$ cat src/rtl/vc_output_arbiter.sv
// vc_output_arbiter
//   Per-output-port switch stage downstream of the input VC buffers. Picks one
//   requesting VC per cycle (round-robin among packet starts), holds the port
//   for the whole packet once a HEAD wins (wormhole), tracks downstream credits
//   and drives a registered flit stream toward the output link.
//
// Ports
//   clk, rst    : clock, synchronous active-high reset
//   req_valid   : per-VC front-flit-present flags
//   req_flit    : per-VC front flit, VC i in [i*FLIT_SIZE +: FLIT_SIZE]
//   grant       : combinational one-hot/zero pop strobe back to the VC buffers
//   flit_out    : registered flit toward the link
//   valid_out   : one-cycle pulse per forwarded flit
//   credit_in   : downstream freed one buffer slot
//   credit_cnt  : current downstream credits
//   locked      : port owned by a multi-flit packet
//   owner       : owning VC index (meaningful while locked)
module vc_output_arbiter #(
  parameter int NUM_VC = 4,
  parameter int FLIT_SIZE = 32,
  parameter int HEADER_LEN = 2,
  parameter logic [HEADER_LEN-1:0] HEAD_FLIT = 2'b00,
  parameter logic [HEADER_LEN-1:0] BODY_FLIT = 2'b01,
  parameter logic [HEADER_LEN-1:0] TAIL_FLIT = 2'b10,
  parameter logic [HEADER_LEN-1:0] SINGLE_FLIT = 2'b11,
  parameter int CREDIT_MAX = 8,
  localparam int CW = $clog2(CREDIT_MAX + 1),
  localparam int OW = $clog2(NUM_VC)
) (
  input  logic                        clk,
  input  logic                        rst,
  input  logic [NUM_VC-1:0]           req_valid,
  input  logic [NUM_VC*FLIT_SIZE-1:0] req_flit,
  output logic [NUM_VC-1:0]           grant,
  output logic [FLIT_SIZE-1:0]        flit_out,
  output logic                        valid_out,
  input  logic                        credit_in,
  output logic [CW-1:0]               credit_cnt,
  output logic                        locked,
  output logic [OW-1:0]               owner
);

  typedef enum logic [0:0] {
    ST_IDLE   = 1'b0,
    ST_LOCKED = 1'b1
  } state_t;

  state_t                state_q, state_d;
  logic [OW-1:0]         owner_q, owner_d;
  logic [OW-1:0]         rr_ptr_q, rr_ptr_d;
  logic [CW-1:0]         credit_q, credit_d;
  logic [FLIT_SIZE-1:0]  flit_out_q, flit_out_d;
  logic                  valid_out_q, valid_out_d;
  logic                  locked_q, locked_d;

  logic [FLIT_SIZE-1:0]  flit_arr [NUM_VC];
  logic                  sel_valid;
  logic [OW-1:0]         sel_idx;
  logic [HEADER_LEN-1:0] sel_type;
  logic                  has_credit;

  function automatic logic [HEADER_LEN-1:0] flit_type(input logic [FLIT_SIZE-1:0] f);
    return f[FLIT_SIZE-1 -: HEADER_LEN];
  endfunction

  // Only HEAD and SINGLE can open a packet on an idle port.
  function automatic logic is_pkt_start(input logic [HEADER_LEN-1:0] t);
    return (t == HEAD_FLIT) || (t == SINGLE_FLIT);
  endfunction

  function automatic logic [OW-1:0] wrap_inc(input logic [OW-1:0] i);
    logic [OW-1:0] r;
    if (int'(i) == (NUM_VC - 1)) begin
      r = '0;
    end else begin
      r = i + OW'(1);
    end
    return r;
  endfunction

  // Unpack the flat flit bus into per-VC words.
  always_comb begin
    for (int i = 0; i < NUM_VC; i++) begin
      flit_arr[i] = req_flit[i*FLIT_SIZE +: FLIT_SIZE];
    end
  end

  // Pick the VC to serve this cycle: round-robin over packet starts when idle,
  // the owner only when locked; nothing at zero credits or during reset.
  always_comb begin : select_p
    int idx;
    idx        = 0;
    sel_valid  = 1'b0;
    sel_idx    = owner_q;
    has_credit = (credit_q != '0);
    if (state_q == ST_IDLE) begin
      if (has_credit) begin
        for (int k = 0; k < NUM_VC; k++) begin
          idx = int'(rr_ptr_q) + k;
          idx = (idx >= NUM_VC) ? (idx - NUM_VC) : idx;
          if (!sel_valid && req_valid[idx] && is_pkt_start(flit_type(flit_arr[idx]))) begin
            sel_valid = 1'b1;
            sel_idx   = OW'(idx);
          end else begin
            sel_valid = sel_valid;
          end
        end
      end else begin
        sel_valid = 1'b0;
      end
    end else begin
      sel_idx   = owner_q;
      sel_valid = req_valid[owner_q] && has_credit;
    end
    if (rst) begin
      sel_valid = 1'b0;
    end else begin
      sel_valid = sel_valid;
    end
    sel_type = flit_type(flit_arr[sel_idx]);
  end

  // One-hot pop strobe to the VC buffers.
  always_comb begin
    if (sel_valid) begin
      grant = NUM_VC'(1) << sel_idx;
    end else begin
      grant = '0;
    end
  end

  // Next-state, credit and output-register computation.
  always_comb begin
    state_d     = state_q;
    owner_d     = owner_q;
    rr_ptr_d    = rr_ptr_q;
    credit_d    = credit_q;
    valid_out_d = sel_valid;
    flit_out_d  = sel_valid ? flit_arr[sel_idx] : flit_out_q;

    case (state_q)
      ST_IDLE: begin
        if (sel_valid && (sel_type == HEAD_FLIT)) begin
          state_d = ST_LOCKED;
          owner_d = sel_idx;
        end else if (sel_valid) begin
          rr_ptr_d = wrap_inc(sel_idx);
        end else begin
          state_d = ST_IDLE;
        end
      end
      ST_LOCKED: begin
        // HEAD/SINGLE from the owner while locked are forwarded as BODY.
        if (sel_valid && (sel_type == TAIL_FLIT)) begin
          state_d  = ST_IDLE;
          rr_ptr_d = wrap_inc(owner_q);
        end else begin
          state_d = ST_LOCKED;
        end
      end
      default: begin
        state_d = ST_IDLE;
      end
    endcase

    case ({sel_valid, credit_in})
      2'b10: credit_d = credit_q - CW'(1);
      2'b01: begin
        if (credit_q == CW'(CREDIT_MAX)) begin
          credit_d = credit_q;
        end else begin
          credit_d = credit_q + CW'(1);
        end
      end
      default: credit_d = credit_q;
    endcase

    locked_d = (state_d == ST_LOCKED);
  end

  // State and output registers with synchronous reset.
  always_ff @(posedge clk) begin
    if (rst) begin
      state_q     <= ST_IDLE;
      owner_q     <= '0;
      rr_ptr_q    <= '0;
      credit_q    <= CW'(CREDIT_MAX);
      flit_out_q  <= '0;
      valid_out_q <= 1'b0;
      locked_q    <= 1'b0;
    end else begin
      state_q     <= state_d;
      owner_q     <= owner_d;
      rr_ptr_q    <= rr_ptr_d;
      credit_q    <= credit_d;
      flit_out_q  <= flit_out_d;
      valid_out_q <= valid_out_d;
      locked_q    <= locked_d;
    end
  end

  assign flit_out   = flit_out_q;
  assign valid_out  = valid_out_q;
  assign credit_cnt = credit_q;
  assign locked     = locked_q;
  assign owner      = owner_q;

endmodule

$ cat config.mk
export PLATFORM = sky130hd
export DESIGN_NAME = vc_output_arbiter
export DESIGN_NICKNAME = d
export VERILOG_FILES = /design/src/rtl/vc_output_arbiter.sv
export SDC_FILE = /design/constraint.sdc
export NUM_CORES = 1
export LEC_CHECK = 0
export CAP_MARGIN = 10
export CORE_ASPECT_RATIO = 0.8
export CORE_MARGIN = 5
export CORE_UTILIZATION = 44
export CTS_CLUSTER_SIZE = 25
export DETAILED_ROUTE_END_ITERATION = 16
export PLACE_DENSITY_LB_ADDON = 0.15
export SLEW_MARGIN = 10
export SYNTH_ARGS = -nofsm -noshare
export SYNTH_HDL_FRONTEND = slang
export SYNTH_SLANG_ARGS = --single-unit
$ cat constraint.sdc
create_clock -name clk -period 6.73 [get_ports clk]
set_input_delay 1.346 -clock clk [delete_from_list [all_inputs] [get_ports clk]]
set_output_delay 1.346 -clock clk [all_outputs]
set_load 0.005 [all_outputs]
* Word level (Yosys, flattened, before mapping) *
Index checks and enable logic that the tools add are counted.

cells by class
  shift-type cells = 1
  bitwise gates (word level) = 6
  magnitude comparators = 14
  equal/unequal tests = 14
  reduce and logical (&&, ||, !) cells = 27
  $add $sub $neg = 11
  mux-type cells = 64

operators by type and width
  operator                                                             count
  2-to-1 mux 32 bit                                                    14
  binary-select mux 32 bit (select 2 bit)                              5
  greater-or-equal comparator 32 x 3 -> 1 bit (second input constant)  4
  less-than comparator 32 x 4 -> 1 bit (second input constant)         4
  NOT 32 bit                                                           4
  2-to-1 mux 1 bit                                                     24
  2-to-1 mux 2 bit                                                     11
  == test 2 bit (second input constant)                                6
  greater-or-equal comparator 3 bit (second input constant)            4
  subtractor 3 x 3 -> 4 bit (second input constant)                    3
  binary-select mux 1 bit (select 2 bit)                               5
  logical AND 1 bit                                                    10
  zero test 2 bit                                                      5
  2-to-1 mux 4 bit                                                     2
  case mux 4 bit (2 select lines)                                      1
  adder 2 x 2 -> 3 bit (second input constant)                         2
  == test 2 x 1 -> 1 bit (second input constant)                       3
  inequality test 2 bit (second input constant)                        3
  adder 2 x 1 -> 2 bit (second input constant)                         2
  adder 4 x 1 -> 4 bit (second input constant)                         1
  == test 4 bit (second input constant)                                1
  logical OR 1 bit                                                     4
  case mux 2 bit (2 select lines)                                      1
  AND reduction 2 bit                                                  2
  14 further kinds                                                     16

storage, ports and cells
  output and inout port bits = 44
  bits of input ports = 135
  register bits = 42
  word-level logic and storage cells = 143

* Depth between registers and ports, before layout *
Gate-level depths: netlist of the first run.

  depth after elaboration = 38
  gate-level depth with buffers = 12
  depth with buffers taken out = 11

* Least setup slack after synthesis of the first run *
OpenSTA, ideal clock, no wires.

  path kind = input -> output
  from = in req_flit[126]
  to = out grant[0]
  required time = 5.384 ns
  stages = 10
  slack = 2.185 ns
  path buffers = 1
  data arrival time = 3.199 ns
  path through = xnor2_1 > and2_1 > o2bb2ai_1 > a211o_1 > a21o_1 > nand2_1 > buf_2 > inv_1 > ha_1 > and2_1

between the ends
  word-level cells in the longest chain between the ends = 29
  elaborated cells between the ends (all ways) = 55
  classes of those cells = eq/ne: 4; shift: 1; mux: 32; reduce/logical: 18

ends and longest elaborated chain
  element                                                RTL line  text
  start: declaration                                     33        input logic [NUM_VC*FLIT_SIZE-1:0] req_flit,
  binary-select mux 32 bit (select 2 bit)                101       if (!sel_valid && req_valid[idx] && is_pkt_start(flit_type(flit_arr[idx]))) begin
  2-to-1 mux 32 bit (implied by the code) (2 in series)  101
  == test 2 bit or zero test 2 bit (tied branches)       68        return (t == HEAD_FLIT) || (t == SINGLE_FLIT);
  logical OR 1 bit                                       68
  logical AND 1 bit                                      101
  2-to-1 mux 1 bit                                       101
  2-to-1 mux 1 bit                                       97        if (has_credit) begin
  2-to-1 mux 1 bit                                       96        if (state_q == ST_IDLE) begin
  [... 12 more ...]                                      n/a
  zero test 1 bit                                        101
  logical AND 1 bit (2 in series)                        101
  2-to-1 mux 2 bit *                                     101
  2-to-1 mux 2 bit *                                     97
  2-to-1 mux 2 bit *                                     96
  net sel_idx[1]                                         58        logic [OW-1:0] sel_idx;
  left shift 1 x 2 -> 4 bit *                            126       grant = NUM_VC'(1) << sel_idx;
  2-to-1 mux 4 bit *                                     125       if (sel_valid) begin
  end: declaration                                       34        output logic [NUM_VC-1:0] grant,

The timed path passes the listed nets; every way through them passes the cells marked *. The select of a mux whose other input is x is not followed.

* Final worst setup path of the first run *
  from = in req_flit[94]
  to = out grant[1]

between the ends
  word-level cells in the longest chain between the ends = 29
  elaborated cells between the ends (all ways) = 55
  classes of those cells = eq/ne: 4; shift: 1; mux: 32; reduce/logical: 18

ends and longest elaborated chain
  element                                                        RTL line
  binary-select mux 32 bit (select 2 bit)                        101
  2-to-1 mux 32 bit (implied by the code) (2 in series)          101
  == test 2 bit or zero test 2 bit (tied branches)               68
  logical OR 1 bit                                               68
  logical AND 1 bit                                              101
  2-to-1 mux 1 bit                                               101
  2-to-1 mux 1 bit                                               97
  2-to-1 mux 1 bit                                               96
  [... 11 more ...]                                              n/a
  2-to-1 mux 1 bit                                               96
  zero test 1 bit                                                101
  logical AND 1 bit (2 in series)                                101
  2-to-1 mux 2 bit or 2-to-1 mux 1 bit (tied branches)           101
  2-to-1 mux 2 bit or 2-to-1 mux 1 bit (tied branches)           97
  2-to-1 mux 2 bit or 2-to-1 mux 1 bit (tied branches)           96
  left shift 1 x 2 -> 4 bit or 2-to-1 mux 1 bit (tied branches)  126, 115
  2-to-1 mux 4 bit *                                             125

Mark *: on every way between the ends. The rest lies on a longest branch, timed or not. The select of a mux whose other input is x is not followed.

==> metrics.md, run 1 <==
| Metric | Value |
|---|---|
| Outcome | finished clean |
| Post-route ant nets | 0 |
| Netlist cell types | 60 |
| IO buf count | 178 |
| Synth Warn # | 0 |
| Max Cap Viol | 0 |
| WP data required | 5.38 ns |
| Worst-path clk slew | 0.08 ns |
| Startpoint class of the critical path | primary input |
| Worst r2r path cells | 11 |
| Worst r2r src | owner[0] |
| Synth-to-Final Area Change | 55.9% |
| Max Slew Vio Count | 0 |
| Minimum clock period | 5.89 ns |
| Hold Path Class | reg2reg |
| Final setup fails | 0 |
| Clk_lat worst skew | 0.30 ns |
| Die Ht | 89.3 µm |
| TritonCTS Buffers | 5 |
| Drt wl/cell | 15.7 µm |
| Initial DRC Count | 190 |
| DRT Pass-1 Iters | 5 |
| Gr usage total | 24.6% |
| Crit. End Element | output port |
| CTS tree | built |
| Pwr dens | 458 mW/mm² |
| Final antenna diode count | 0 |
| Fmax | 170 MHz |
| Largest net degree at the start of global routing | 62 |
| Synth Register Bits | 42 |
| Global-route wire length before repair | 19300 µm |
| Clock sinks | 42 |
| Most used flip-flop cell after synthesis | dfxtp_1 |
| Share of post-route cells with drive strength above 1 | 4.94% |
| Skew final | 0.00892 ns |
| Resized cells post-CTS | 0 |
| Number of global-route vias before repair | 4198 |
| GPL Wtd Cong | 0.866 |
| Half-perimeter wire length after placement | 9650 µm |
| Clock buffer depth | 2 |
| Cts hold-fix bufs | 0 |
| Ports | 179 |
| Syn_nets | 672 |
| Final-report hold violation count | 0 |
| Dpl cell area | 0.00529 mm² |
| EDFF count, synth | 0 |
| Total global routing overflow | 0 |
| Root Buffer Master | clkbuf_8 |
| Post-route cell area | 0.00539 mm² |
| Hold Path Stages | 2 |
| Initial Utilization | 45.9% |
| Max VDD drop | 360 µV |
| WP data arrival | 4.54 ns |
| Row cnt | 28 |
| Die X | 109 µm |
| Max-Slew Margin vs Limit | 32.2% |
| Async SR Flop Fraction | 0% |
| HP Start | flit_out[6] |
| Worst-Margin Slew | 1.02 ns |
| Mean Syn Cell Area | 6.52 µm² |
| Die area | 0.00973 mm² |
| Netlist Area Pre-Place | 0.00345 mm² |
| Setup CP Type | in2out |
| RSZ-0062 raised after global routing | false |
| Setup Buffers After CTS | 0 |
| H-tree depth | 2 |
| CORE AREA | 0.00753 mm² |
| DRC | 0 |
| Seq/Total Area, Yosys | 24.3% |
| Final TNS setup | 0 ns |
| Total vias in the final route | 4303 |
| Final Cycle Share | 87.5% |
| Initial antenna violation count | 0 |
| Via-to-Cell Ratio | 5.43 |
| Crit. Startpoint | req_flit[94] |
| Worst-path fanout max | 13 |
| Pwr Total | 0.00247 W |
| # nets final | 829 |
| Static Leak | 2.08 nW |
| Post-Syn Instances | 530 |
| Final wirelength | 12500 µm |
-- cell families (layout without fill, tap and decap cells) --
kind of cell,count (synthesis),in the layout,synth area share (%)
flops,42,42,24.3
compound gates,135,135,28.0
simple gates,289,289,35.4
mux,4,4,1.52
fa+ha+maj,7,7,2.75
xor+xnor,9,9,2.72
buf+inv,44,202,5.36
-- cell usage in the layout, fill, tap and decap left out, types with 4 or more instances in the layout --
cell type / netlist / final
nand3_1: 40 / 40
xnor2_1: 4 / 4
dfxtp_1: 42 / 42
nor2_1: 106 / 106
o21a_1: 4 / 4
ha_1: 6 / 6
o21ai_0: 4 / 4
clkbuf_8: 0 / 5
nand2_1: 112 / 111
o31a_1: 4 / 4
a41oi_1: 6 / 6
buf_4: 1 / 8
clkdlybuf4s50_1: 0 / 178
nand2b_1: 5 / 5
o211ai_1: 33 / 33
a21o_1: 4 / 4
nor3_1: 6 / 6
a22oi_1: 7 / 7
a21oi_1: 45 / 45
inv_1: 6 / 6
and2_1: 7 / 7
-- power breakdown --
group	internal [W]	total (W)	switching, W
Clock	0.0000743	0.000173	0.0000986
Combinational	0.000786	0.00186	0.00107
Sequential	0.000349	0.000434	0.0000853
Total	0.00121	0.00247	0.00126
-- worst max-delay path: stages --
cell             delay, ns
clkdlybuf4s50_1       0.55
xnor2_2               0.26
a22oi_1               0.83
a21oi_1               0.25
o22ai_4               0.42
inv_2                 0.10
ha_1                  0.21
and2_1                0.13
clkdlybuf4s50_1       0.44
-- per-stage QoR --
stage	utilization, %	std cells	hold slack, ns	setup slack [ns]
3_5_place_dp	70.3	785	0.446	0.917
5_1_grt	71.5	793	0.479	0.730
3_3_place_gp	70.3	785	0.442	0.979
4_1_cts	71.5	793	0.458	0.915
6_report	71.5	793	0.457	0.839
2_1_floorplan	-	530	0.453	2.19
-- state kept, by name, indices dropped and copies added, names as in the netlist --
register and cells:
rr_ptr_q 2, locked 1, valid_out 1, flit_out 32, owner 2, credit_cnt 4
-- routing by layer --
layer	share of wire, %	wire length [µm]	global-route usage, %
met2	48	6000	43.7
met4	1.4	180	5.62
met1	40	4920	28.5
met5	0	0	0
met3	11	1360	8.88
-- final timing paths --
| kind | endpoint | slack [ns] |
|---|---|---|
| hold reg to reg | flit_out[6] | 0.46 |
| setup reg to reg | credit_cnt[3] | 3.48 |
| hold / removal | flit_out[6] | 0.46 |
| setup / recovery | grant[1] | 0.84 |
-- synthesized netlist by cell type, types with 3 or more instances --
| master | instances | area [µm²] |
|---|---|---|
| a211oi_1 | 3 | 22.5 |
| inv_1 | 6 | 22.5 |
| mux2i_1 | 3 | 30.0 |
| nand2b_1 | 5 | 31.3 |
| nand3_1 | 40 | 200 |
| nor3_1 | 6 | 30.0 |
| xor2_1 | 3 | 26.3 |
| a21o_1 | 4 | 30.0 |
| a21oi_1 | 45 | 225 |
| dfxtp_1 | 42 | 841 |
| a41oi_1 | 6 | 52.6 |
| o31a_1 | 4 | 35.0 |
| a311oi_1 | 3 | 26.3 |
| clkbuf_1 | 21 | 78.8 |
| a22oi_1 | 7 | 52.6 |
| ha_1 | 6 | 75.1 |
| o21a_1 | 4 | 30.0 |
| and2_1 | 7 | 43.8 |
| buf_2 | 13 | 65.1 |
| o21ai_0 | 4 | 20.0 |
| xnor2_1 | 4 | 35.0 |
| nor2_1 | 106 | 398 |
| nand2_1 | 112 | 420 |
| o211ai_1 | 33 | 248 |
-- layout make-up --
class	instances	area, µm²
Inverter	8	30.0
Clock inverter	3	23.8
Sequential cell	42	841
Tap cell	105	131
Multi-Input combinational cell	444	2450
Clock buffer	5	68.8
Timing Repair Buffer	186	1840
Fill cell	630	2150
(Power assumes the default switching activity.)
==> run 2: changes to the inputs <==
- TNS_END_PERCENT: not set -> 20
==> results of run 2 <==
Same layout as run 1: the final DEF is identical, and so are final timing and power.
==> run 3: changes to the inputs <==
- CELL_PAD_IN_SITES_DETAIL_PLACEMENT: not set -> 1
- CELL_PAD_IN_SITES_GLOBAL_PLACEMENT: not set -> 1
- CORE_UTILIZATION: 44 -> 29
==> run 3 against run 2 <==
Effect of this change:
- sequential cell count is the same
- sequential share of layout area fell by 0.22 points
- non-clock buffer count is 3 lower
- first-iteration DRC count grew 8.4%
==> metrics.md, run 3 (synthesis gave the netlist of run 1 again) <==
| Metric | Value |
|---|---|
| Die Ht | 108 µm (+21%) |
| TritonCTS Buffers | 5 (unchanged) |
| Drt wl/cell | 17.4 µm (+11%) |
| Minimum clock period | 6.03 ns (+0.143 ns) |
| Half-perimeter wire length after placement | 11100 µm (+15%) |
| Total vias in the final route | 4364 (+1.4%) |
| Clock sinks | 42 (unchanged) |
| Final TNS setup | 0 ns (unchanged) |
| Global-route wire length before repair | 23800 µm (+23%) |
| Hold Path Stages | 2 (unchanged) |
| Number of global-route vias before repair | 4699 (+12%) |
| Final Cycle Share | 89.7% (+2.1 points) |
| Post-route ant nets | 0 (unchanged) |
| WP data required | 5.38 ns (about the same) |
| Via-to-Cell Ratio | 5.24 (-3.5%) |
| CORE AREA | 0.0116 mm² (+54%) |
| Startpoint class of the critical path | primary input |
| Resized cells post-CTS | 0 (unchanged) |
| Hold Path Class | reg2reg |
| Crit Reg-Reg Endpoint | flit_out[0] |
| Max Slew Vio Count | 0 (unchanged) |
| IO buf count | 178 (unchanged) |
| Worst r2r src | credit_cnt[0] |
| Die area | 0.0142 mm² (+46%) |
| Final wirelength | 14500 µm (+16%) |
| DRC | 0 (unchanged) |
| Max VDD drop | 218 µV (-39%) |
| Worst-path clk slew | 0.06 ns (-0.02 ns) |
| Share of post-route cells with drive strength above 1 | 4.53% (-0.42 points) |
| Outcome | finished clean |
| Max-Slew Margin vs Limit | 27.0% (-5.2 points) |
| Worst-Margin Slew | 1.10 ns (+0.0781 ns) |
| Final setup fails | 0 (unchanged) |
| Skew final | 0.00701 ns (-0.00192 ns) |
| Root Buffer Master | clkbuf_16 |
| FILL cells | 1467 (+130%) |
| Initial antenna violation count | 0 (unchanged) |
| Commonest non-fill, non-tap cell in the layout | clkdlybuf4s50_1 |
| Crit. End Element | output port |
| Worst r2r path cells | 9 (-2) |
| Setup Buffers After CTS | 0 (unchanged) |
| HP Start | flit_out[14] |
| Initial DRC Count | 206 (+8.4%) |
| Most frequent cells in the layout | 177 x clkdlybuf4s50_1, 111 x nand2_1, 106 x nor2_1 |
| Row cnt | 35 (+25%) |
| Core Util, Final | 47.1% (-24 points) |
| Synth-to-Final Area Change | 58.1% |
| Die X | 132 µm (+21%) |
| CTS tree | built |
| Hold Path End | flit_out[14] |
| Max Cap Viol | 0 (unchanged) |
| Worst-path fanout max | 32 (+19) |
| Gr usage total | 20.1% (-4.5 points) |
| WP data arrival | 4.69 ns (+0.15 ns) |
| Final Worst Setup Slack | 0.696 ns (-0.143 ns) |
| Fmax | 166 MHz (-2.4%) |
| Pwr Total | 0.00257 W (+4.3%) |
| GPL Wtd Cong | 0.941 (+8.6%) |
| # nets final | 826 (-0.36%) |
| DRT Pass-1 Iters | 4 (-1) |
| Initial Utilization | 29.8% (-16 points) |
| Ports | 179 (unchanged) |
| Hold slack final | 0.457 ns (-0.000133 ns) |
| Pwr dens | 471 mW/mm² (+2.9%) |
| Clock buffer depth | 2 (unchanged) |
| Total global routing overflow | 0 (unchanged) |
| Largest net degree at the start of global routing | 62 (unchanged) |
| Clk_lat worst skew | 0.28 ns (-0.02 ns) |
| Final antenna diode count | 0 (unchanged) |
| H-tree depth | 2 (unchanged) |
| Largest register FFs | 32 (unchanged) |
| RSZ-0062 raised after global routing | false |
| Final-report hold violation count | 0 (unchanged) |
| Cts hold-fix bufs | 0 (unchanged) |
| FF-to-FF setup slack | 3.45 ns (-0.03 ns) |
| Dpl ws | 0.713 ns (-0.204 ns) |
| Static Leak | 2.10 nW (+0.77%) |
| Setup CP Type | in2out |
run 3: changes by cell type in the layout (fill, tap and decap cells not counted), sizes merged:
cell,before,now
buf,8,6
clkinv,0,2
clkinvlp,2,0
clkbuf,5,6
inv,9,8
clkdlybuf4s50,178,177
run 3: where the power goes:
group / internal, W / leakage, nW / total [W] / switching [W]
Combinational: 0.000779 / 1.68 / 0.00190 / 0.00112
Sequential: 0.000350 / 0.348 / 0.000437 / 0.0000871
Clock: 0.000138 / 0.0708 / 0.000235 / 0.0000977
Total: 0.00127 / 2.10 / 0.00257 / 0.00131
run 3: stage by stage:
stage	cell area [µm²]	cells
finish	5460	833
global route	5460	833
floorplan	3450	530
global placement	5320	825
CTS	5460	833
detailed placement	5320	825
run 3: final cells by class:
cell class                 instances  area (µm²)  area share, %
tap                              148         185           3.39
inverter                           8        30.0          0.550
sequential                        42         841           15.4
clock inverter                     2        13.8          0.252
clock buffer                       6         129           2.36
multi-input combinational        444        2450           44.8
timing repair buffer             183        1810           33.2
run 3: how the worst max path moves through the flow:
stage                             start  endpoint  slack [ns]  depth (start not counted)
after floorplan           req_flit[126]  grant[0]        2.19                         10
after global placement    req_flit[126]  grant[1]        0.82                         11
after detailed placement  req_flit[126]  grant[0]        0.71                         11
after CTS                 req_flit[126]  grant[0]        0.70                         11
after global routing      req_flit[126]  grant[0]        0.50                         11
final                     req_flit[126]  grant[0]        0.70                         11
run 3: critical path, stage by stage:
cell and delay, ns:
clkdlybuf4s50_1 0.47, xnor2_1 0.51, and2_1 0.31, o2bb2ai_1 0.11, a211o_1 0.32, a21o_1 0.20
nand2_2 0.46, inv_1 0.15, ha_1 0.20, and2_1 0.14, clkdlybuf4s50_1 0.46
run 3: routing by layer:
layer  up-vias  global-route usage (%)  routed length (µm)  part of all wire, %
li1       2154                       -                   -                    -
met1      2075                    23.8                6050                   42
met2       121                    34.8                7000                   48
met3        14                    7.71                1240                  8.6
met4         0                    4.04                 173                  1.2
met5         -                       0                   0                    0
